## src/rtl/fbwriter_nbuf.sv

```systemverilog
// Framebuffer writer: pops rasteriser commands and issues single-beat PLB writes
// for pixels, buffer swaps, and clear sweeps across NUM_BUFS rotating buffers.
module fbwriter_nbuf #(
    parameter logic [31:0] FB_BASE_ADDR      = 32'h9000_0000,
    parameter logic [31:0] FB_CNTL_ADDR      = 32'h40A0_8000,
    parameter int unsigned NUM_BUFS          = 2,
    parameter int unsigned BUF_SHIFT         = 21,
    parameter int unsigned LINE_SHIFT        = 12,
    parameter int unsigned LINE_LEN          = 9,
    parameter int unsigned COL_LEN           = 10,
    parameter int unsigned H_RES             = 640,
    parameter int unsigned V_RES             = 480,
    parameter int unsigned MAX_RETRY         = 3,
    parameter int unsigned RAST_FBW_FIFO_LEN = 96
) (
    input  logic                           PLB_clk,
    input  logic                           Bus2IP_Reset,
    input  logic [0:RAST_FBW_FIFO_LEN-1]   fifo_data,
    input  logic                           fifo_empty,
    output logic                           fifo_rd_en,
    output logic                           IP2Bus_MstWr_Req,
    output logic                           IP2Bus_MstRd_Req,
    output logic [0:31]                    IP2Bus_Mst_Addr,
    output logic [0:3]                     IP2Bus_Mst_BE,
    output logic                           IP2Bus_Mst_Lock,
    output logic                           IP2Bus_Mst_Reset,
    output logic [0:31]                    IP2Bus_MstWr_d,
    input  logic                           Bus2IP_Mst_CmdAck,
    input  logic                           Bus2IP_Mst_Cmplt,
    input  logic                           Bus2IP_Mst_Error,
    input  logic                           Bus2IP_Mst_Cmd_Timeout,
    output logic                           busy,
    output logic                           clearing,
    output logic [1:0]                     front_buf,
    output logic                           err_flag,
    output logic [15:0]                    drop_count
);

    typedef enum logic [2:0] {
        S_IDLE, S_RD, S_DEC, S_PIX_REQ, S_CNTL_REQ, S_CLR_REQ, S_WAIT, S_DONE
    } state_t;

    typedef enum logic [1:0] {K_PIX, K_CNTL, K_CLR} kind_t;

    state_t              r_state, w_next;
    kind_t               r_kind;
    logic [31:0]         r_addr, r_data, r_clr_col;
    logic [1:0]          r_front, r_back, w_back_nx;
    logic                r_clr_pending, r_clearing, r_err;
    logic [LINE_LEN-1:0] r_line, w_line, w_line_nx;
    logic [COL_LEN-1:0]  r_col, w_col, w_col_nx;
    logic [7:0]          r_retry;
    logic [15:0]         r_drops;
    logic [3:0]          w_op;
    logic [31:0]         w_colour;
    logic                w_drop, w_in_req, w_fail, w_cmplt, w_retry, w_last, w_col_end;

    function automatic logic [31:0] addr_of(input logic [1:0] b,
                                            input logic [LINE_LEN-1:0] l,
                                            input logic [COL_LEN-1:0] c);
        return FB_BASE_ADDR + (32'(b) << BUF_SHIFT) + (32'(l) << LINE_SHIFT) + (32'(c) << 2);
    endfunction

    // An all-ones word is how the rasteriser signals end-of-frame.
    assign w_op      = (&fifo_data) ? 4'd1 : fifo_data[0:3];
    assign w_line    = fifo_data[16-LINE_LEN:15];
    assign w_col     = fifo_data[32-COL_LEN:31];
    assign w_colour  = fifo_data[32:63];
    assign w_drop    = (32'(w_line) >= V_RES) || (32'(w_col) >= H_RES);

    assign w_in_req  = (r_state == S_PIX_REQ) || (r_state == S_CNTL_REQ) || (r_state == S_CLR_REQ);
    assign w_fail    = Bus2IP_Mst_Error | Bus2IP_Mst_Cmd_Timeout;
    // Ack and complete in the same cycle is a finished transfer, not just an ack.
    assign w_cmplt   = Bus2IP_Mst_Cmplt && ((r_state == S_WAIT) || (w_in_req && Bus2IP_Mst_CmdAck));
    assign w_retry   = w_cmplt && w_fail && (32'(r_retry) < MAX_RETRY);
    assign w_col_end = (32'(r_col) == H_RES - 1);
    assign w_last    = w_col_end && (32'(r_line) == V_RES - 1);
    assign w_col_nx  = w_col_end ? '0 : r_col + COL_LEN'(1);
    assign w_line_nx = w_col_end ? r_line + LINE_LEN'(1) : r_line;
    assign w_back_nx = (32'(r_back) == NUM_BUFS - 1) ? 2'd0 : r_back + 2'd1;

    always_comb begin
        w_next           = r_state;
        fifo_rd_en       = (r_state == S_RD);
        IP2Bus_MstWr_Req = w_in_req;
        busy             = (r_state != S_IDLE);
        case (r_state)
            S_IDLE: if (!fifo_empty) w_next = S_RD;
            S_RD:   w_next = S_DEC;
            S_DEC: begin
                case (w_op)
                    4'd0:       w_next = w_drop ? S_IDLE : S_PIX_REQ;
                    4'd1, 4'd2: w_next = S_CNTL_REQ;
                    default:    w_next = S_IDLE;
                endcase
            end
            S_PIX_REQ, S_CNTL_REQ, S_CLR_REQ: if (Bus2IP_Mst_CmdAck) w_next = S_WAIT;
            S_DONE: w_next = S_IDLE;
            default: ;
        endcase
        if (w_cmplt) begin
            if (w_retry) begin
                case (r_kind)
                    K_PIX:   w_next = S_PIX_REQ;
                    K_CNTL:  w_next = S_CNTL_REQ;
                    default: w_next = S_CLR_REQ;
                endcase
            end else if ((r_kind == K_CNTL && r_clr_pending) || (r_kind == K_CLR && !w_last)) begin
                w_next = S_CLR_REQ;
            end else begin
                w_next = S_DONE;
            end
        end
    end

    always_ff @(posedge PLB_clk or posedge Bus2IP_Reset) begin
        if (Bus2IP_Reset) begin
            r_state       <= S_IDLE;
            r_kind        <= K_PIX;
            r_addr        <= '0;
            r_data        <= '0;
            r_clr_col     <= '0;
            r_front       <= 2'd0;
            r_back        <= 2'd1;
            r_clr_pending <= 1'b0;
            r_clearing    <= 1'b0;
            r_err         <= 1'b0;
            r_line        <= '0;
            r_col         <= '0;
            r_retry       <= '0;
            r_drops       <= '0;
        end else begin
            r_state <= w_next;
            if (r_state == S_DEC) begin
                case (w_op)
                    4'd0: begin
                        if (w_drop) begin
                            if (r_drops != 16'hFFFF) r_drops <= r_drops + 16'd1;
                        end else begin
                            r_addr <= addr_of(r_back, w_line, w_col);
                            r_data <= w_colour;
                            r_kind <= K_PIX;
                        end
                    end
                    4'd1, 4'd2: begin
                        r_addr        <= FB_CNTL_ADDR;
                        r_data        <= addr_of(r_back, '0, '0);
                        r_kind        <= K_CNTL;
                        r_clr_pending <= (w_op == 4'd1);
                    end
                    4'd3:    r_clr_col <= w_colour;
                    default: ;
                endcase
            end
            if (w_cmplt) begin
                if (w_retry) begin
                    r_retry <= r_retry + 8'd1;
                end else begin
                    r_retry <= '0;
                    if (w_fail) r_err <= 1'b1;
                    // An abandoned control write still rotates, so the sweep targets the new back buffer.
                    if (r_kind == K_CNTL) begin
                        r_front <= r_back;
                        r_back  <= w_back_nx;
                        if (r_clr_pending) begin
                            r_clearing <= 1'b1;
                            r_line     <= '0;
                            r_col      <= '0;
                            r_addr     <= addr_of(w_back_nx, '0, '0);
                            r_data     <= r_clr_col;
                            r_kind     <= K_CLR;
                        end
                    end else if (r_kind == K_CLR) begin
                        if (w_last) begin
                            r_clearing <= 1'b0;
                        end else begin
                            r_line <= w_line_nx;
                            r_col  <= w_col_nx;
                            r_addr <= addr_of(r_back, w_line_nx, w_col_nx);
                        end
                    end
                end
            end
        end
    end

    assign IP2Bus_MstRd_Req = 1'b0;
    assign IP2Bus_Mst_BE    = 4'hF;
    assign IP2Bus_Mst_Lock  = 1'b0;
    assign IP2Bus_Mst_Reset = 1'b0;
    assign IP2Bus_Mst_Addr  = r_addr;
    assign IP2Bus_MstWr_d   = r_data;
    assign clearing         = r_clearing;
    assign front_buf        = r_front;
    assign err_flag         = r_err;
    assign drop_count       = r_drops;

endmodule
```

## config.mk

```make
export PLATFORM = sky130hd
export DESIGN_NAME = fbwriter_nbuf
export DESIGN_NICKNAME = d
export VERILOG_FILES = /design/src/rtl/fbwriter_nbuf.sv
export SDC_FILE = /design/constraint.sdc
export NUM_CORES = 1
export LEC_CHECK = 0
export ABC_AREA = 1
export CAP_MARGIN = 10
export CORE_ASPECT_RATIO = 1.2
export CORE_MARGIN = 1
export CORE_UTILIZATION = 40
export CTS_CLUSTER_SIZE = 40
export DETAILED_ROUTE_END_ITERATION = 7
export PLACE_DENSITY = 0.66
export SLEW_MARGIN = 10
export SYNTH_ARGS = -nofsm -noshare
export SYNTH_HDL_FRONTEND = slang
export SYNTH_SLANG_ARGS = --single-unit
```

## constraint.sdc

```tcl
create_clock -name PLB_clk -period 9.1 [get_ports PLB_clk]
set_clock_uncertainty 0.05 [all_clocks]
set_input_delay 1.365 -clock PLB_clk [delete_from_list [all_inputs] [get_ports PLB_clk]]
set_output_delay 1.365 -clock PLB_clk [all_outputs]
set_load 0.05 [all_outputs]
```

### Word-level counts from Yosys, hierarchy flattened

Index checks and enable logic that the tools add are counted.
W data, S select, Z words.

* register bits after elaboration: 151
* input port bits: 103
* output and inout bits: 94
* word-level logic and storage cells: 130

* add/subtract/negate cells: 11
* $lt $le $gt $ge: 3
* equality and inequality tests: 20
* multiplexer cells: 49
* bitwise gates (word level): 2
* reductions and logical operators: 31

Operators with widths (number)
* $mux W32: 14
* $pmux W32 S2: 2
* $reduce_and A96 Y1: 1
* $add A32 B12 Y32: 2
* $add A32 B21 Y32: 2
* $add A32 B23 Y32 const A: 2
* $mux W10: 5
* $mux W9: 5
* $mux W2: 9
* $add A16 B1 Y16 const B: 1
* $ne A16 B16 Y1 const B: 1
* $pmux W3 S5: 1
* $eq A3 B3 Y1 const B: 4
* $mux W3: 4
* $pmux W3 S2: 2
* $add A10 B1 Y10 const B: 1
* $eq A10 B10 Y1 const B: 1
* $ge A10 B10 Y1 const B: 1
* $reduce_and A5 Y1: 2
* $add A9 B1 Y9 const B: 1
* $eq A9 B9 Y1 const B: 1
* $ge A9 B9 Y1 const B: 1
* $reduce_and A3 Y1: 3
* $add A8 B1 Y8 const B: 1
* other kinds (30): 49

### Logic depth before layout (Yosys ltp)

* depth in word-level cells: 11
* depth in mapped cells: 16
* mapped depth without buffers: 15

### Least setup slack after synthesis

No wires, ideal clock.

* kind: input to register
* start point: input port fifo_data[3] (netlist name)
* end point: register r_drops[11] (netlist: drop_count[11])
* library setup time: 0.142 ns
* arrival: 2.692 ns
* data required time: 8.908 ns
* path slack: 6.216 ns
* stages on the path: 9
* cells stage by stage: nor2_1 -> inv_1 -> nor2_1 -> inv_1 -> nor2_2 -> nand3_2 -> nor3_1 -> nand3_1 -> xnor2_1

* word-level cells in the longest chain between the ends: 4

Ends and longest elaborated chain
* from (decl): RTL line 18 `input logic [0:RAST_FBW_FIFO_LEN-1] fifo_data,`
* $reduce_and A96 Y1: RTL line 65 `assign w_op = (&fifo_data) ? 4'd1 : fifo_data[0:3];`
* $mux W4 (*): RTL line 65
* $logic_not A4 Y1 (*): RTL line 135 `case (w_op)`
* $reduce_and A4 Y1 (no source line) (*)
* to (signal assigned): RTL line 138 `if (r_drops != 16'hFFFF) r_drops <= r_drops + 16'd1;`
* to (decl): RTL line 53 `logic [15:0] r_drops;`

Every way passes the cells marked *; elsewhere a longest branch is shown, timed or not.
A chain may end at the register's enable or synchronous reset.

### Worst setup path after layout

* start point: input port fifo_data[23] (netlist name)
* end point: register r_data[3] (netlist: IP2Bus_MstWr_d[28])

* word-level cells in the longest chain between the ends: 10
* elaborated cells between the ends (all ways): 15
* those cells by class: 1 x order compare; 2 x eq/ne; 8 x mux; 4 x reduce/logical

Ends and longest elaborated chain
* $reduce_and A96 Y1: RTL line 65
* $mux W4: RTL line 65
* $eq A4 B1 Y1 / $eq A4 B2 Y1 (equally long branches): RTL line 135
* $reduce_or A2 Y1: RTL line 135
* $pmux W32 S2 (*): RTL line 135
* $mux W32 (*): RTL line 134 `if (r_state == S_DEC) begin`
* $mux W32: RTL line 165 `if (r_clr_pending) begin`
* $mux W32: RTL line 162 `if (r_kind == K_CNTL) begin`
* $mux W32: RTL line 156 `if (w_retry) begin`
* $mux W32 (*): RTL line 155 `if (w_cmplt) begin`
* to (signal assigned): RTL line 141 `r_data <= w_colour;`
* to (signal assigned): RTL line 147 `r_data <= addr_of(r_back, '0, '0);`
* to (signal assigned): RTL line 170 `r_data <= r_clr_col;`
* to (decl): RTL line 47 `logic [31:0] r_addr, r_data, r_clr_col;`

Marked as above.

==> impl_metrics.json <==
{
  "status": "complete, no violations",
  "cts_tree": "yes",
  "max-vdd-ir-drop_mv": 0.1645,
  "antenna_cells": 0,
  "cap_viol_max_count": 0,
  "multi_input_area_sq_mm": 0.003756,
  "synth_commonest_cells": "nand2_1, dfrtp_1, inv_1",
  "dpl.hpwl_microns": 17660,
  "crit_required_ps": 9400,
  "crit_chain": "clkdlybuf4s50_1 > o21ai_0 > inv_1 > nor2_1 > inv_2 > nor2_2 > inv_2 > nor2_1 > nor3_1 > a21oi_1",
  "cts_hold_buffers": 0,
  "fin_crit_sh": 0.4901,
  "synth_top_cell_by_area": "dfrtp_1",
  "tns_ps": 0,
  "vias": 7809,
  "critical_path_class": "in2reg",
  "yosys-mux-area-fraction": 0,
  "p_clk_frac": 0.225,
  "ctsLongestPathBuffers": 2,
  "final_layout_size_suffix_gt1_frac": 0.05513,
  "startpoint_type": "primary input",
  "wirelength_microns": 23920,
  "num_rows": 57,
  "yosysMostFrequentCell": "nand2_1",
  "numPortBuffers": 189,
  "syn_area_sq_mm": 0.008303,
  "synth.top_cells.by_area": "dfrtp_1, nand2_1, inv_1",
  "via_per_inst": 4.971,
  "initialDrtViolationCount": 485,
  "fin_hold_ws_ps": 434.5,
  "synth_top_family_by_area": "simple AND/OR/NAND/NOR gates",
  "place.gp.congestion": 0.8811,
  "grt_max_degree": 81,
  "critPathTopFamily": "simple AND/OR/NAND/NOR gates",
  "p_leak_uw": 0.005171,
  "drcViolationCount": 0,
  "cts_sinks": 151,
  "async_flop_share": 1.000,
  "die_area_sq_mm": 0.02134,
  "rsz0062_at_grt": "false",
  "p_int_uw": 1712,
  "setup_viol": 0,
  "ant_nets": 0,
  "die_w_microns": 133.5,
  "postCtsSetupBuffers": 0,
  "yosysSeqAreaShare": 0.4552,
  "core-area_sq_mm": 0.02033,
  "critPathBufInv": 4,
  "slew_violations": 0,
  "initial_core_util": 0.4085,
  "synth_xor_area_frac": 0.02532,
  "yosys.cell_types.count": 45,
  "crit_fanout": 37,
  "htree_levels": 4,
  "fmax_mhz": 224.2,
  "fin_nets": 1405,
  "yosys_warnings": 0,
  "synthAdderAreaFrac": 0.01356,
  "synth_compound_area_frac": 0.1260,
  "timing.rr.start": "r_state[0]",
  "power_density_mw_per_mm2": 280.5,
  "die_h_microns": 159.8,
  "cts_buffers": 17,
  "p_switching_uw": 1349,
  "yosys_most_used_dff": "dfrtp_1",
  "netlist_instances": 1120,
  "cts_resized": 0,
  "p_sw_frac": 0.4407,
  "synth_edf_count": 0,
  "max_stage_delay_ps": 680,
  "hold_start": "r_clr_col[31]",
  "area_growth_pct": 31.47,
  "critPathArrivalTime_ps": 4760,
  "avgRoutedWirePerCell_microns": 15.23,
  "p_total_uw": 3061,
  "cpMaxStageDelayCell": "nor2_2",
  "report.final.hold_viol_count": 0,
  "worstHoldPathType": "reg2reg",
  "dr.pass1.iters": 5,
  "grt_pass1_wl_microns": 39390,
  "slew-limit-headroom": 0.3758,
  "worst_slew_pin_slew_ps": 936.3,
  "clk_latency_ps": 420,
  "cts-root-buf": "clkbuf_16",
  "min_period_ps": 4460,
  "rrSetupSlack_ps": 5560,
  "synth-simple-area-share": 0.2844,
  "path_clk_slew_ps": 60,
  "avgSynthCellArea_sq_um": 7.413,
  "synth_top_area_frac": 0.4521,
  "seqCellArea_sq_mm": 0.003780,
  "p_comb_frac": 0.427,
  "cp-end-kind": "flip-flop",
  "overflow": 0,
  "startpoint": "fifo_data[23]",
  "share_seq_of_total_power": 0.348,
  "grt_usage": 0.2350,
  "synth-seq-cells": 151,
  "antenna_found_initial": 0,
  "ioPinCount": 197,
  "fill_cells": 1964,
  "grt_pass1_vias": 7600
}
-- layout make-up --
type                            count  share of cell area
Tap cell                          265             0.03038
Clock buffer                       18             0.04023
Multi-Input combinational cell    787              0.3441
Inverter                          143             0.04986
Timing Repair Buffer              193              0.1761
Sequential cell                   151              0.3463
Clock inverter                     14             0.01307
-- power by group through the flow --
| stage | registers, uW | logic [uW] | clock network (uW) |
|---|---|---|---|
| after floorplan | 1380 | 553 | 0 |
| after global placement | 1070 | 1290 | 0 |
| after detailed placement | 1070 | 1310 | 0 |
| after CTS | 1060 | 1320 | 702 |
| after global routing | 1090 | 1430 | 730 |
| final | 1070 | 1310 | 688 |
-- logic make-up (layout without fill, tap and decap cells) --
| logic type | after synthesis | after routing |
|---|---|---|
| XOR/XNOR | 24 | 24 |
| buffers and inverters | 187 | 368 |
| adder cells (fa/ha/maj) | 9 | 9 |
| other | 2 | 7 |
| AND/OR/NAND/NOR | 556 | 556 |
| AO/OA/AOI/OAI | 191 | 191 |
| flip-flops | 151 | 151 |
-- state kept, by name, indices dropped and copies added, names as in the netlist --
name,cells
IP2Bus_MstWr_d,32
IP2Bus_Mst_Addr,32
clearing,1
drop_count,16
err_flag,1
front_buf,2
r_back,2
r_clr_col,32
r_clr_pending,1
r_col,10
r_kind,2
r_line,9
r_retry,8
r_state,3
-- routing by layer --
layer / share of wire / global-route usage / wire length [microns] / vias up
met2: 0.50 / 0.3913 / 11890 / 194
met1: 0.43 / 0.3084 / 10270 / 3669
met5: 0 / 0 / 0 / -
met4: 0.028 / 0.08419 / 681 / 0
li1: - / - / - / 3909
met3: 0.045 / 0.03683 / 1079 / 37
-- worst register-to-register path: stages, from the launching register on --
cell and delay [ps]:
dfrtp_1 420, or2_4 300, nor2_4 80, buf_4 460, inv_1 410, nor2_2 310, inv_1 100, nor2_2 550
inv_2 370, nor2_1 210, nor3_1 70, a21oi_1 140
-- through the flow --
step	area, sq um	utilization	std cells	setup WS [ps]
final	10920	0.5370	1571	4640
after CTS	10920	0.5370	1571	4647
after floorplan	8322	-	1125	3622
after global placement	10330	0.5084	1539	4418
after global routing	10920	0.5370	1571	4172
after detailed placement	10330	0.5084	1539	4196
-- worst paths after layout --
| check | to | cells past startpoint |
|---|---|---|
| setup reg to reg | IP2Bus_MstWr_d[28] | 11 |
| max in group asynchronous | IP2Bus_Mst_Addr[31] | 3 |
| setup / recovery | IP2Bus_MstWr_d[28] | 10 |
| min in group asynchronous | r_clr_col[11] | 2 |
| hold reg to reg | r_clr_col[31] | 2 |
| hold / removal | r_clr_col[31] | 2 |
-- layout by cell type, fill, tap and decap left out, types with 4 or more instances in the layout --
master,synthesis,layout
inv_2,7,7
a21oi_1,61,61
clkinv_4,0,6
conb_1,2,7
nor3_1,30,30
nand2_1,302,302
buf_4,10,4
nand4_1,14,14
clkbuf_16,0,17
nor2_1,132,132
nor2_2,4,4
inv_1,135,134
clkdlybuf4s50_1,0,189
nand3_1,48,48
inv_6,0,4
o21ai_0,90,90
ha_1,9,9
or2_2,6,6
xnor2_1,6,6
o21ai_1,14,14
dfrtp_1,150,150
xor2_1,18,18
o2111ai_1,11,11
nand3b_1,4,4
nand2_2,4,4
(Power assumes the default switching activity.)
